[src/rtl/restoring_divider_n_if.sv]
// Handshake/operand bundle for restoring_divider_n.
// Optional feature macro: RESTORING_DIV_SIGNED_EN adds signed_mode.
// Ports (master = requester, slave = divider):
//   start, dividend, divisor, [signed_mode]        master -> slave
//   ready, done, quotient, remainder, div_by_zero  slave  -> master
interface restoring_divider_n_if #(
  parameter int unsigned WIDTH = 8
);
  logic             start;
  logic [WIDTH-1:0] dividend;
  logic [WIDTH-1:0] divisor;
`ifdef RESTORING_DIV_SIGNED_EN
  logic             signed_mode;
`endif
  logic             ready;
  logic             done;
  logic [WIDTH-1:0] quotient;
  logic [WIDTH-1:0] remainder;
  logic             div_by_zero;

`ifdef RESTORING_DIV_SIGNED_EN
  modport master (output start, dividend, divisor, signed_mode,
                  input  ready, done, quotient, remainder, div_by_zero);
  modport slave  (input  start, dividend, divisor, signed_mode,
                  output ready, done, quotient, remainder, div_by_zero);
`else
  modport master (output start, dividend, divisor,
                  input  ready, done, quotient, remainder, div_by_zero);
  modport slave  (input  start, dividend, divisor,
                  output ready, done, quotient, remainder, div_by_zero);
`endif
endinterface

[src/rtl/restoring_divider_n.sv]
// Multi-cycle restoring divider: one quotient bit per clock, with
// divide-by-zero detection. Optional macro RESTORING_DIV_SIGNED_EN adds
// truncating two's-complement division selected by bus.signed_mode.
// Ports:
//   clk     rising-edge clock
//   resetn  synchronous active-low reset
//   bus     restoring_divider_n_if.slave (start/operands in; ready, done,
//           quotient, remainder, div_by_zero out, all registered)
module restoring_divider_n #(
  parameter int unsigned WIDTH = 8
) (
  input logic                  clk,
  input logic                  resetn,
  restoring_divider_n_if.slave bus
);
  localparam int unsigned AW = WIDTH + 1;
  localparam int unsigned CW = (WIDTH > 2) ? $clog2(WIDTH) : 1;
  localparam logic [CW-1:0] LAST_CNT = CW'(WIDTH - 1);

  typedef enum logic [1:0] {IDLE, CALC, DONE} state_t;

  state_t           state;
  logic [CW-1:0]    cnt;
  logic [AW-1:0]    a;
  logic [WIDTH-1:0] q;
  logic [WIDTH-1:0] d;
  logic             ready_reg;
  logic             done_reg;
  logic [WIDTH-1:0] quotient_reg;
  logic [WIDTH-1:0] remainder_reg;
  logic             dbz_reg;
`ifdef RESTORING_DIV_SIGNED_EN
  logic             neg_q;
  logic             neg_r;
`endif

  logic [AW-1:0]    a_shift;
  logic [AW-1:0]    trial;
  logic [AW-1:0]    a_next;
  logic [WIDTH-1:0] q_next;
  logic [WIDTH-1:0] q_final;
  logic [WIDTH-1:0] r_final;
  logic [WIDTH-1:0] dividend_mag;
  logic [WIDTH-1:0] divisor_mag;

  // One restoring iteration; the restore is just selecting a_shift over trial.
  // The cast drops a[WIDTH], which is always zero after any iteration.
  always_comb begin
    a_shift = AW'({a, q[WIDTH-1]});
    trial   = a_shift - {1'b0, d};
    a_next  = trial;
    q_next  = {q[WIDTH-2:0], 1'b1};
    if (trial[WIDTH]) begin
      a_next = a_shift;
      q_next = {q[WIDTH-2:0], 1'b0};
    end
  end

  // Operand magnitudes and final sign fix-up.
  always_comb begin
    dividend_mag = bus.dividend;
    divisor_mag  = bus.divisor;
    q_final      = q_next;
    r_final      = a_next[WIDTH-1:0];
`ifdef RESTORING_DIV_SIGNED_EN
    if (bus.signed_mode && bus.dividend[WIDTH-1]) dividend_mag = ~bus.dividend + WIDTH'(1);
    if (bus.signed_mode && bus.divisor[WIDTH-1])  divisor_mag  = ~bus.divisor + WIDTH'(1);
    if (neg_q) q_final = ~q_next + WIDTH'(1);
    if (neg_r) r_final = ~a_next[WIDTH-1:0] + WIDTH'(1);
`endif
  end

  // Control FSM and datapath registers.
  always_ff @(posedge clk) begin
    if (!resetn) begin
      state         <= IDLE;
      cnt           <= '0;
      a             <= '0;
      q             <= '0;
      d             <= '0;
      ready_reg     <= 1'b1;
      done_reg      <= 1'b0;
      quotient_reg  <= '0;
      remainder_reg <= '0;
      dbz_reg       <= 1'b0;
`ifdef RESTORING_DIV_SIGNED_EN
      neg_q         <= 1'b0;
      neg_r         <= 1'b0;
`endif
    end else begin
      case (state)
        IDLE: begin
          if (bus.start) begin
            ready_reg <= 1'b0;
            cnt       <= '0;
            a         <= '0;
            q         <= dividend_mag;
            d         <= divisor_mag;
`ifdef RESTORING_DIV_SIGNED_EN
            neg_q     <= bus.signed_mode && (bus.dividend[WIDTH-1] ^ bus.divisor[WIDTH-1]);
            neg_r     <= bus.signed_mode && bus.dividend[WIDTH-1];
`endif
            if (bus.divisor == '0) begin
              quotient_reg  <= '1;
              remainder_reg <= bus.dividend;
              dbz_reg       <= 1'b1;
              state         <= DONE;
            end else begin
              state <= CALC;
            end
          end
        end
        CALC: begin
          a   <= a_next;
          q   <= q_next;
          cnt <= cnt + CW'(1);
          if (cnt == LAST_CNT) begin
            cnt           <= '0;
            quotient_reg  <= q_final;
            remainder_reg <= r_final;
            dbz_reg       <= 1'b0;
            done_reg      <= 1'b1;
            state         <= DONE;
          end
        end
        DONE: begin
          // Divide-by-zero arrives with done low, so it pulses done one edge later.
          if (!done_reg) begin
            done_reg <= 1'b1;
          end else begin
            done_reg  <= 1'b0;
            ready_reg <= 1'b1;
            state     <= IDLE;
          end
        end
        default: state <= IDLE;
      endcase
    end
  end

  assign bus.ready       = ready_reg;
  assign bus.done        = done_reg;
  assign bus.quotient    = quotient_reg;
  assign bus.remainder   = remainder_reg;
  assign bus.div_by_zero = dbz_reg;
endmodule

[src/flat_wrapper.sv]
// flat-port wrapper written by rule: the top's interface ports become plain ports
module restoring_divider_n_flat 
#(
  parameter int unsigned WIDTH = 8
)
  (clk, resetn, bus_start, bus_dividend, bus_divisor, bus_ready, bus_done, bus_quotient, bus_remainder, bus_div_by_zero);
  restoring_divider_n_if #(.WIDTH(WIDTH)) bus_i ();
  input logic clk;
  input logic resetn;
  input wire logic [$bits(bus_i.start)-1:0] bus_start;
  input wire logic [$bits(bus_i.dividend)-1:0] bus_dividend;
  input wire logic [$bits(bus_i.divisor)-1:0] bus_divisor;
  output wire logic [$bits(bus_i.ready)-1:0] bus_ready;
  output wire logic [$bits(bus_i.done)-1:0] bus_done;
  output wire logic [$bits(bus_i.quotient)-1:0] bus_quotient;
  output wire logic [$bits(bus_i.remainder)-1:0] bus_remainder;
  output wire logic [$bits(bus_i.div_by_zero)-1:0] bus_div_by_zero;
  assign bus_i.start = bus_start;
  assign bus_i.dividend = bus_dividend;
  assign bus_i.divisor = bus_divisor;
  assign bus_ready = bus_i.ready;
  assign bus_done = bus_i.done;
  assign bus_quotient = bus_i.quotient;
  assign bus_remainder = bus_i.remainder;
  assign bus_div_by_zero = bus_i.div_by_zero;
  restoring_divider_n #(.WIDTH(WIDTH)) u_core (.clk(clk), .resetn(resetn), .bus(bus_i));
endmodule
[config.mk]
export PLATFORM = sky130hd
export DESIGN_NAME = restoring_divider_n_flat
export DESIGN_NICKNAME = d
export VERILOG_FILES = /design/src/rtl/restoring_divider_n_if.sv /design/src/rtl/restoring_divider_n.sv /design/src/flat_wrapper.sv
export SDC_FILE = /design/constraint.sdc
export NUM_CORES = 1
export LEC_CHECK = 0
export ABC_AREA = 1
export BUFFER_PORTS_ARGS = -buffer_cell sky130_fd_sc_hd__buf_2
export CAP_MARGIN = 20
export CELL_PAD_IN_SITES_DETAIL_PLACEMENT = 2
export CELL_PAD_IN_SITES_GLOBAL_PLACEMENT = 2
export CORE_MARGIN = 3
export CORE_UTILIZATION = 33
export DETAILED_ROUTE_END_ITERATION = 16
export PLACE_DENSITY_LB_ADDON = 0.1
export SYNTH_ARGS = -nofsm -noshare
export SYNTH_HDL_FRONTEND = slang
export SYNTH_SLANG_ARGS = --single-unit
export TNS_END_PERCENT = 1
[constraint.sdc]
create_clock -name clk -period 2.9 [get_ports clk]
set_input_delay 0.29 -clock clk [delete_from_list [all_inputs] [get_ports clk]]
set_output_delay 0.29 -clock clk [all_outputs]
set_load 0.1 [all_outputs]
## After elaboration in Yosys (flattened, before gate mapping)

Cells that the tools add are included.

| storage, ports and cells | value |
|---|---|
| bits in registers | 48 |
| bits of input ports | 19 |
| output and inout bits | 19 |
| word-level logic and storage cells | 62 |

| cells by class | value |
|---|---|
| $add $sub $neg | 2 |
| eq/ne operators | 7 |
| muxes and demuxes | 32 |
| reduce and logical (&&, ||, !) cells | 11 |

Operator list:

| kind | number |
|---|---|
| $mux 8 | 9 |
| $pmux 8 s2 | 4 |
| $sub 9x8->9 | 1 |
| $logic_not 8->1 | 1 |
| $mux 1 | 8 |
| $mux 2 | 4 |
| $mux 3 | 2 |
| $ne 2x1->1 const B | 3 |
| $pmux 1 s2 | 3 |
| $pmux 2 s3 | 1 |
| $pmux 3 s2 | 1 |
| $reduce_and 2->1 | 3 |
| $reduce_and 3->1 | 2 |
| $reduce_bool 2->1 | 3 |
| $reduce_and 4->1 | 1 |
| $add 3x1->3 const B | 1 |
| $eq 3x3->1 const B | 1 |
| $eq 2x1->1 const B | 1 |
| $eq 2x2->1 const B | 1 |
| $logic_not 2->1 | 1 |
| $ne 2x2->1 const B | 1 |

## Logic depth before layout (Yosys ltp)

| depth | value |
|---|---|
| depth in word-level cells | 4 |
| gate-level depth with buffers | 14 |

## Worst setup path before layout

OpenSTA, ideal clock, no wires.

| timing path | value |
|---|---|
| path kind | register to register |
| from | register u_core.q[7] |
| to | register u_core.a[7] |
| library setup time | 0.110 ns |
| arrival | 1.653 ns |
| data required time | 2.790 ns |
| setup slack | 1.137 ns |
| stages on the path, launching flop included | 15 |
| cell sequence | dfxtp_1 > inv_1 > ha_1 > inv_1 > fa_1 > nand2_1 > nand2_1 > nand3_1 > nand2_1 > nand2_1 > nand2_2 > nand3_1 > nand3_1 > nand2_1 > inv_1 |

| on the way | value |
|---|---|
| longest elaborated chain between the ends | 3 |

Ends and longest elaborated chain:

| item | line | text |
|---|---|---|
| start: declaration | restoring_divider_n.sv:25 | `logic [WIDTH-1:0] q;` |
| start signal: assignment | restoring_divider_n.sv:97 | `q <= dividend_mag;` |
| start signal: assignment | restoring_divider_n.sv:115 | `q <= q_next;` |
| $sub 9x8->9 | restoring_divider_n.sv:50 | `trial = a_shift - {1'b0, d};` |
| $mux 8 | restoring_divider_n.sv:53 | `if (trial[WIDTH]) begin` |
| $pmux 8 s2 | restoring_divider_n.sv:91 | `case (state)` |
| end signal: assignment | restoring_divider_n.sv:114 | `a <= a_next;` |
| end: declaration | restoring_divider_n.sv:24 | `logic [AW-1:0] a;` |

Every way passes these cells.
A chain may end at the register's enable or synchronous reset.

## Worst setup path after layout

| timing path | value |
|---|---|
| from | register u_core.q[7] |
| to | register u_core.a[0] |

| on the way | value |
|---|---|
| longest elaborated chain between the ends | 3 |

Ends and longest elaborated chain:

| item | line |
|---|---|
| $sub 9x8->9 | restoring_divider_n.sv:50 |
| $mux 8 * | restoring_divider_n.sv:53 |
| $pmux 8 s2 * | restoring_divider_n.sv:91 |

Every way passes the cells marked *; elsewhere a longest branch is shown, timed or not.

==> impl_results.html <==
<table>
<tr><th>Metric</th><th>Value</th></tr>
<tr><th colspan="2">Clock tree</th></tr>
<tr><td>Buffer type at the clock tree root</td><td>sky130_fd_sc_hd__clkbuf_8</td></tr>
<tr><td>Post-CTS Repair Setup Buffers</td><td>0</td></tr>
<tr><td>Cts repair resizes</td><td>0</td></tr>
<tr><td>Clock-pin slew on the worst setup and hold paths</td><td>0.09 ns</td></tr>
<tr><td>Clock tree from TritonCTS</td><td>built</td></tr>
<tr><td>Clock latency on the worst-skew pair</td><td>0.31 ns</td></tr>
<tr><td>Inserted Clock Buffers</td><td>5</td></tr>
<tr><td>CTS sink count</td><td>48</td></tr>
<tr><td>Number of H-tree levels</td><td>2</td></tr>
<tr><td>Bufs on Longest Clock Path</td><td>2</td></tr>
<tr><td>CTS hold repair buffers</td><td>0</td></tr>
<tr><th colspan="2">Setup path</th></tr>
<tr><td>Worst Setup Start Kind</td><td>register</td></tr>
<tr><td>Data arrival time of the worst path</td><td>2.27 ns</td></tr>
<tr><td>Largest stage delay on the critical path</td><td>0.41 ns</td></tr>
<tr><td>Critical path, cell by cell</td><td>inv_1 -&gt; ha_1 -&gt; inv_1 -&gt; fa_1 -&gt; nand2_1 -&gt; nand2_1 -&gt; nand3_1 -&gt; nand2_1 -&gt; nand2_1 -&gt; nand2_2 -&gt; nand3_1 -&gt; nand3_1 -&gt; nand2_1 -&gt; inv_1</td></tr>
<tr><td>Family with the most delay on the worst path</td><td>simple AND/OR/NAND/NOR gates</td></tr>
<tr><td>Register-to-Register Setup Slack</td><td>0.83 ns</td></tr>
<tr><td>Number of buffers and inverters on the critical path</td><td>3</td></tr>
<tr><td>Required time of the critical path</td><td>3.10 ns</td></tr>
<tr><td>Crit-path max FO</td><td>9</td></tr>
<tr><td>Worst setup path category</td><td>register to register</td></tr>
<tr><td>Critical Path Slowest Stage Cell</td><td>sky130_fd_sc_hd__fa_1</td></tr>
<tr><td>Most used cell, CP</td><td>sky130_fd_sc_hd__nand2_1</td></tr>
<tr><td>Endpoint class of the critical path</td><td>register</td></tr>
<tr><th colspan="2">Power and ir drop</th></tr>
<tr><td>P_int</td><td>0.00110 W</td></tr>
<tr><td>Power spent charging and discharging nets</td><td>0.000815 W</td></tr>
<tr><td>Leakage component of the power</td><td>1.45 nW</td></tr>
<tr><td>Max VDD drop</td><td>0.000297 V</td></tr>
<tr><td>Power share of the clock group</td><td>22.0%</td></tr>
<tr><td>Net switching share of the total power</td><td>42.6%</td></tr>
<tr><td>Combinational fraction of design power</td><td>37.5%</td></tr>
<tr><td>Seq pwr share</td><td>40.5%</td></tr>
<tr><td>Power density normalized to cell area</td><td>673 nW/um2</td></tr>
<tr><th colspan="2">Yosys</th></tr>
<tr><td>Largest family of logic cells by synthesized area</td><td>simple AND/OR/NAND/NOR gates</td></tr>
<tr><td>Top cells by area, synth</td><td>sky130_fd_sc_hd__dfxtp_1 39%, sky130_fd_sc_hd__nand2_1 12%, sky130_fd_sc_hd__nand3_1 8.4%, sky130_fd_sc_hd__inv_1 7.1%, sky130_fd_sc_hd__nor2_1 5.9%</td></tr>
<tr><td>Gate count of the mapped netlist</td><td>361</td></tr>
<tr><td>Area share of and/or/nand/nor cells after synthesis</td><td>30.8%</td></tr>
<tr><td>Flip-flop and latch count after synthesis</td><td>48</td></tr>
<tr><td>Synth Area in XOR/XNOR</td><td>1.05%</td></tr>
<tr><td>Net count of the mapped netlist</td><td>391</td></tr>
<tr><td>Multiplexer share of the synthesized area</td><td>0%</td></tr>
<tr><td>Fraction of the yosys area taken by sequential cells</td><td>38.5%</td></tr>
<tr><td>Number of warning messages in the yosys log</td><td>0</td></tr>
<tr><td>Avg Cell Area, Syn</td><td>6.91 um2</td></tr>
<tr><td>Synthesized-area fraction occupied by adder cells</td><td>5.82%</td></tr>
<tr><td>Share of the synthesized area in the top cell type</td><td>38.5%</td></tr>
<tr><td>Async set-or-reset flop fraction in the synthesized netlist</td><td>0%</td></tr>
<tr><td>Most area-hungry cell type in the Yosys netlist</td><td>sky130_fd_sc_hd__dfxtp_1</td></tr>
<tr><td>Most instantiated flip-flop cell in the synthesis netlist</td><td>sky130_fd_sc_hd__dfxtp_1</td></tr>
<tr><td>Number of synthesized flops with an enable pin</td><td>0</td></tr>
<tr><td>Number of distinct library cells after synthesis</td><td>31</td></tr>
<tr><td>Synth Area in Compound Gates</td><td>13.1%</td></tr>
<tr><td>Post-synth design cell area</td><td>2490 um2</td></tr>
<tr><th colspan="2">Finish</th></tr>
<tr><td>Fraction of layout cells with a size suffix above 1</td><td>15.4%</td></tr>
<tr><td>Total inserted antenna cells</td><td>0</td></tr>
<tr><td>Final layout net count</td><td>425</td></tr>
<tr><td>Final standard cell count with taps included and fillers excluded</td><td>494</td></tr>
<tr><td>Final core utilization</td><td>39.0%</td></tr>
<tr><td>Area growth from synthesis to layout</td><td>14.0%</td></tr>
<tr><th colspan="2">Timing</th></tr>
<tr><td>Post-route setup TNS</td><td>0 ns</td></tr>
<tr><td>Transition time at the pin with the least slew margin</td><td>0.500 ns</td></tr>
<tr><td>Maximum frequency from static timing analysis</td><td>483 MHz</td></tr>
<tr><td>Part of the cycle the worst path needs</td><td>71.4%</td></tr>
<tr><td>Final Hold Violating Endpoints</td><td>0</td></tr>
<tr><td>Final count of negative-setup-slack endpoints</td><td>0</td></tr>
<tr><td>Shortest clock period the worst path allows after layout</td><td>2.07 ns</td></tr>
<tr><td>Clock skew after layout</td><td>0.0160 ns</td></tr>
<tr><td>Setup repair after global routing missed its margin</td><td>false</td></tr>
<tr><td>Fin. max-slew vios</td><td>0</td></tr>
<tr><td>Relative slew margins</td><td>66.9%</td></tr>
<tr><td>Final WS setup</td><td>0.831 ns</td></tr>
<tr><th colspan="2">Floorplan</th></tr>
<tr><td>Cell Rows</td><td>31</td></tr>
<tr><td>Overall die width</td><td>93.0 um</td></tr>
<tr><td>Number of top-level pins</td><td>38</td></tr>
<tr><td>Area of the core</td><td>7290 um2</td></tr>
<tr><td>Die Ht</td><td>93.0 um</td></tr>
<tr><td>Die Footprint</td><td>8640 um2</td></tr>
<tr><td>Effective utilization at floorplan</td><td>34.2%</td></tr>
<tr><th colspan="2">Global route</th></tr>
<tr><td>Via count of the first global-routing pass</td><td>2584</td></tr>
<tr><td>Pin count of the biggest net entering global routing</td><td>32</td></tr>
<tr><td>Overflow left after global routing</td><td>0</td></tr>
<tr><td>Aggregate global-route resource usage</td><td>18.9%</td></tr>
<tr><td>First-pass GRT wire length</td><td>12.9 mm</td></tr>
<tr><td>Initial antenna violation count</td><td>0</td></tr>
<tr><th colspan="2">Route</th></tr>
<tr><td>Final routed wirelength across all metal layers</td><td>7.67 mm</td></tr>
<tr><td>Number of vias per cell</td><td>4.88</td></tr>
<tr><td>Highest metal layer with signal wires</td><td>met4</td></tr>
<tr><td>Detailed-router iteration count before antenna repair</td><td>4</td></tr>
<tr><td>Met3 WL</td><td>152 um</td></tr>
<tr><td>Count of vias placed by the detailed router</td><td>2411</td></tr>
<tr><td>Initial DRC Count</td><td>61</td></tr>
<tr><td>DRC violation count after routing</td><td>0</td></tr>
<tr><td>Routed length per placed instance</td><td>15.5 um</td></tr>
<tr><td>Count of antenna-violating nets left after detailed routing</td><td>0</td></tr>
<tr><td>Met2 layer wire length in the routed design</td><td>3.85 mm</td></tr>
<tr><td>Routed metal-1 wirelength</td><td>3.53 mm</td></tr>
<tr><th colspan="2">Place</th></tr>
<tr><td>Global placer's final weighted congestion</td><td>0.786</td></tr>
<tr><td>Detailed placement HPWL</td><td>5.90 mm</td></tr>
<tr><td>Port Buffer Count</td><td>37</td></tr>
<tr><td>Number of cells in the design after placement</td><td>487</td></tr>
<tr><td>Pre-CTS setup slack</td><td>0.823 ns</td></tr>
<tr><th colspan="2">Min path</th></tr>
<tr><td>Hold Path Class</td><td>input pin to register</td></tr>
<tr><th colspan="2">Outcome</th></tr>
<tr><td>Result of the run</td><td>finished, final reports clean</td></tr>
<tr><th colspan="2">Run</th></tr>
<tr><td>Number of maximum-capacitance violations</td><td>0</td></tr>
</table>
[cell usage after synthesis (3+ instances only)]
cell type,n
sky130_fd_sc_hd__a31oi_1,7
sky130_fd_sc_hd__inv_2,4
sky130_fd_sc_hd__a21oi_1,26
sky130_fd_sc_hd__inv_1,47
sky130_fd_sc_hd__o21ai_0,15
sky130_fd_sc_hd__nand2_2,4
sky130_fd_sc_hd__buf_4,3
sky130_fd_sc_hd__o21ai_1,6
sky130_fd_sc_hd__nand2_1,81
sky130_fd_sc_hd__clkbuf_1,4
sky130_fd_sc_hd__nand3_1,42
sky130_fd_sc_hd__nor2_1,39
sky130_fd_sc_hd__o22ai_1,5
sky130_fd_sc_hd__ha_1,10
sky130_fd_sc_hd__dfxtp_1,48
[power by group through the flow]
| stage | sequential [W] | combinational (W) | clock, W |
|---|---|---|---|
| final | 0.000776 | 0.000718 | 0.000420 |
| after global routing | 0.000786 | 0.000803 | 0.000462 |
| after CTS | 0.000777 | 0.000729 | 0.000438 |
| after detailed placement | 0.000792 | 0.000725 | 0 |
| after global placement | 0.000788 | 0.000700 | 0 |
| after floorplan | 0.000962 | 0.000389 | 0 |
[final timing paths]
check | depth (start not counted) | start | end
worst min register to register | 2 | u_core.bus.ready | u_core.bus.ready
worst min-delay path | 3 | bus_dividend[5] | u_core.q[5]
worst max register to register | 14 | u_core.q[7] | u_core.a[0]
worst max-delay path | 14 | u_core.q[7] | u_core.a[0]
[layout make-up]
type | count | area (um2)
sequential | 48 | 961
inverter | 53 | 201
tap | 99 | 124
fill | 936 | 4450
multi-input combinational | 248 | 1270
clock buffer | 6 | 82.6
timing repair buffer | 39 | 200
clock inverter | 1 | 8.76
[kinds of logic (layout without fill, tap and decap cells)]
kind of cell | after synthesis | in the layout
adders and majority gates | 11 | 11
buffers and inverters | 65 | 99
xor gates and xnor gates | 3 | 3
and+or+nand+nor | 174 | 174
DFF | 48 | 48
AOI/OAI and AO/OA | 60 | 60
[worst reg2reg max path, cell delays in order (launching register included)]
cell,delay (ns)
sky130_fd_sc_hd__dfxtp_1,0.33
sky130_fd_sc_hd__inv_1,0.06
sky130_fd_sc_hd__ha_1,0.14
sky130_fd_sc_hd__inv_1,0.07
sky130_fd_sc_hd__fa_1,0.41
sky130_fd_sc_hd__nand2_1,0.08
sky130_fd_sc_hd__nand2_1,0.08
sky130_fd_sc_hd__nand3_1,0.14
sky130_fd_sc_hd__nand2_1,0.09
sky130_fd_sc_hd__nand2_1,0.09
sky130_fd_sc_hd__nand2_2,0.14
sky130_fd_sc_hd__nand3_1,0.15
sky130_fd_sc_hd__nand3_1,0.10
sky130_fd_sc_hd__nand2_1,0.07
sky130_fd_sc_hd__inv_1,0.04
[cell usage in the layout (no fill, tap or decap), types with 2 or more instances in the layout]
cell type / n
sky130_fd_sc_hd__dfxtp_1: 48
sky130_fd_sc_hd__a31oi_1: 7
sky130_fd_sc_hd__buf_2: 37
sky130_fd_sc_hd__ha_1: 10
sky130_fd_sc_hd__nor2_1: 39
sky130_fd_sc_hd__o22ai_1: 5
sky130_fd_sc_hd__inv_2: 4
sky130_fd_sc_hd__a21oi_1: 26
sky130_fd_sc_hd__o21ai_1: 6
sky130_fd_sc_hd__nor2_2: 2
sky130_fd_sc_hd__o21ai_0: 15
sky130_fd_sc_hd__nand2_2: 4
sky130_fd_sc_hd__nand3_1: 42
sky130_fd_sc_hd__inv_1: 47
sky130_fd_sc_hd__nand2_1: 81
sky130_fd_sc_hd__xor2_1: 2
sky130_fd_sc_hd__buf_4: 2
sky130_fd_sc_hd__clkbuf_8: 6
[metrics by stage]
step / total power, W / instance area (um2) / hold slack (ns)
2_1_floorplan: 0.00135 / 2490 / 0.435
4_1_cts: 0.00194 / 2840 / 0.262
6_report: 0.00191 / 2840 / 0.269
5_1_grt: 0.00205 / 2840 / 0.291
3_5_place_dp: 0.00152 / 2750 / 0.443
3_3_place_gp: 0.00149 / 2750 / 0.434
[routing by layer]
| metal | up-vias | global-route usage, % |
|---|---|---|
| li1 | 1223 | - |
| met1 | 1154 | 23.5 |
| met2 | 24 | 33.8 |
| met3 | 10 | 2.84 |
| met4 | 0 | 5.49 |
| met5 | - | 0 |
(Power assumes the default switching activity.)
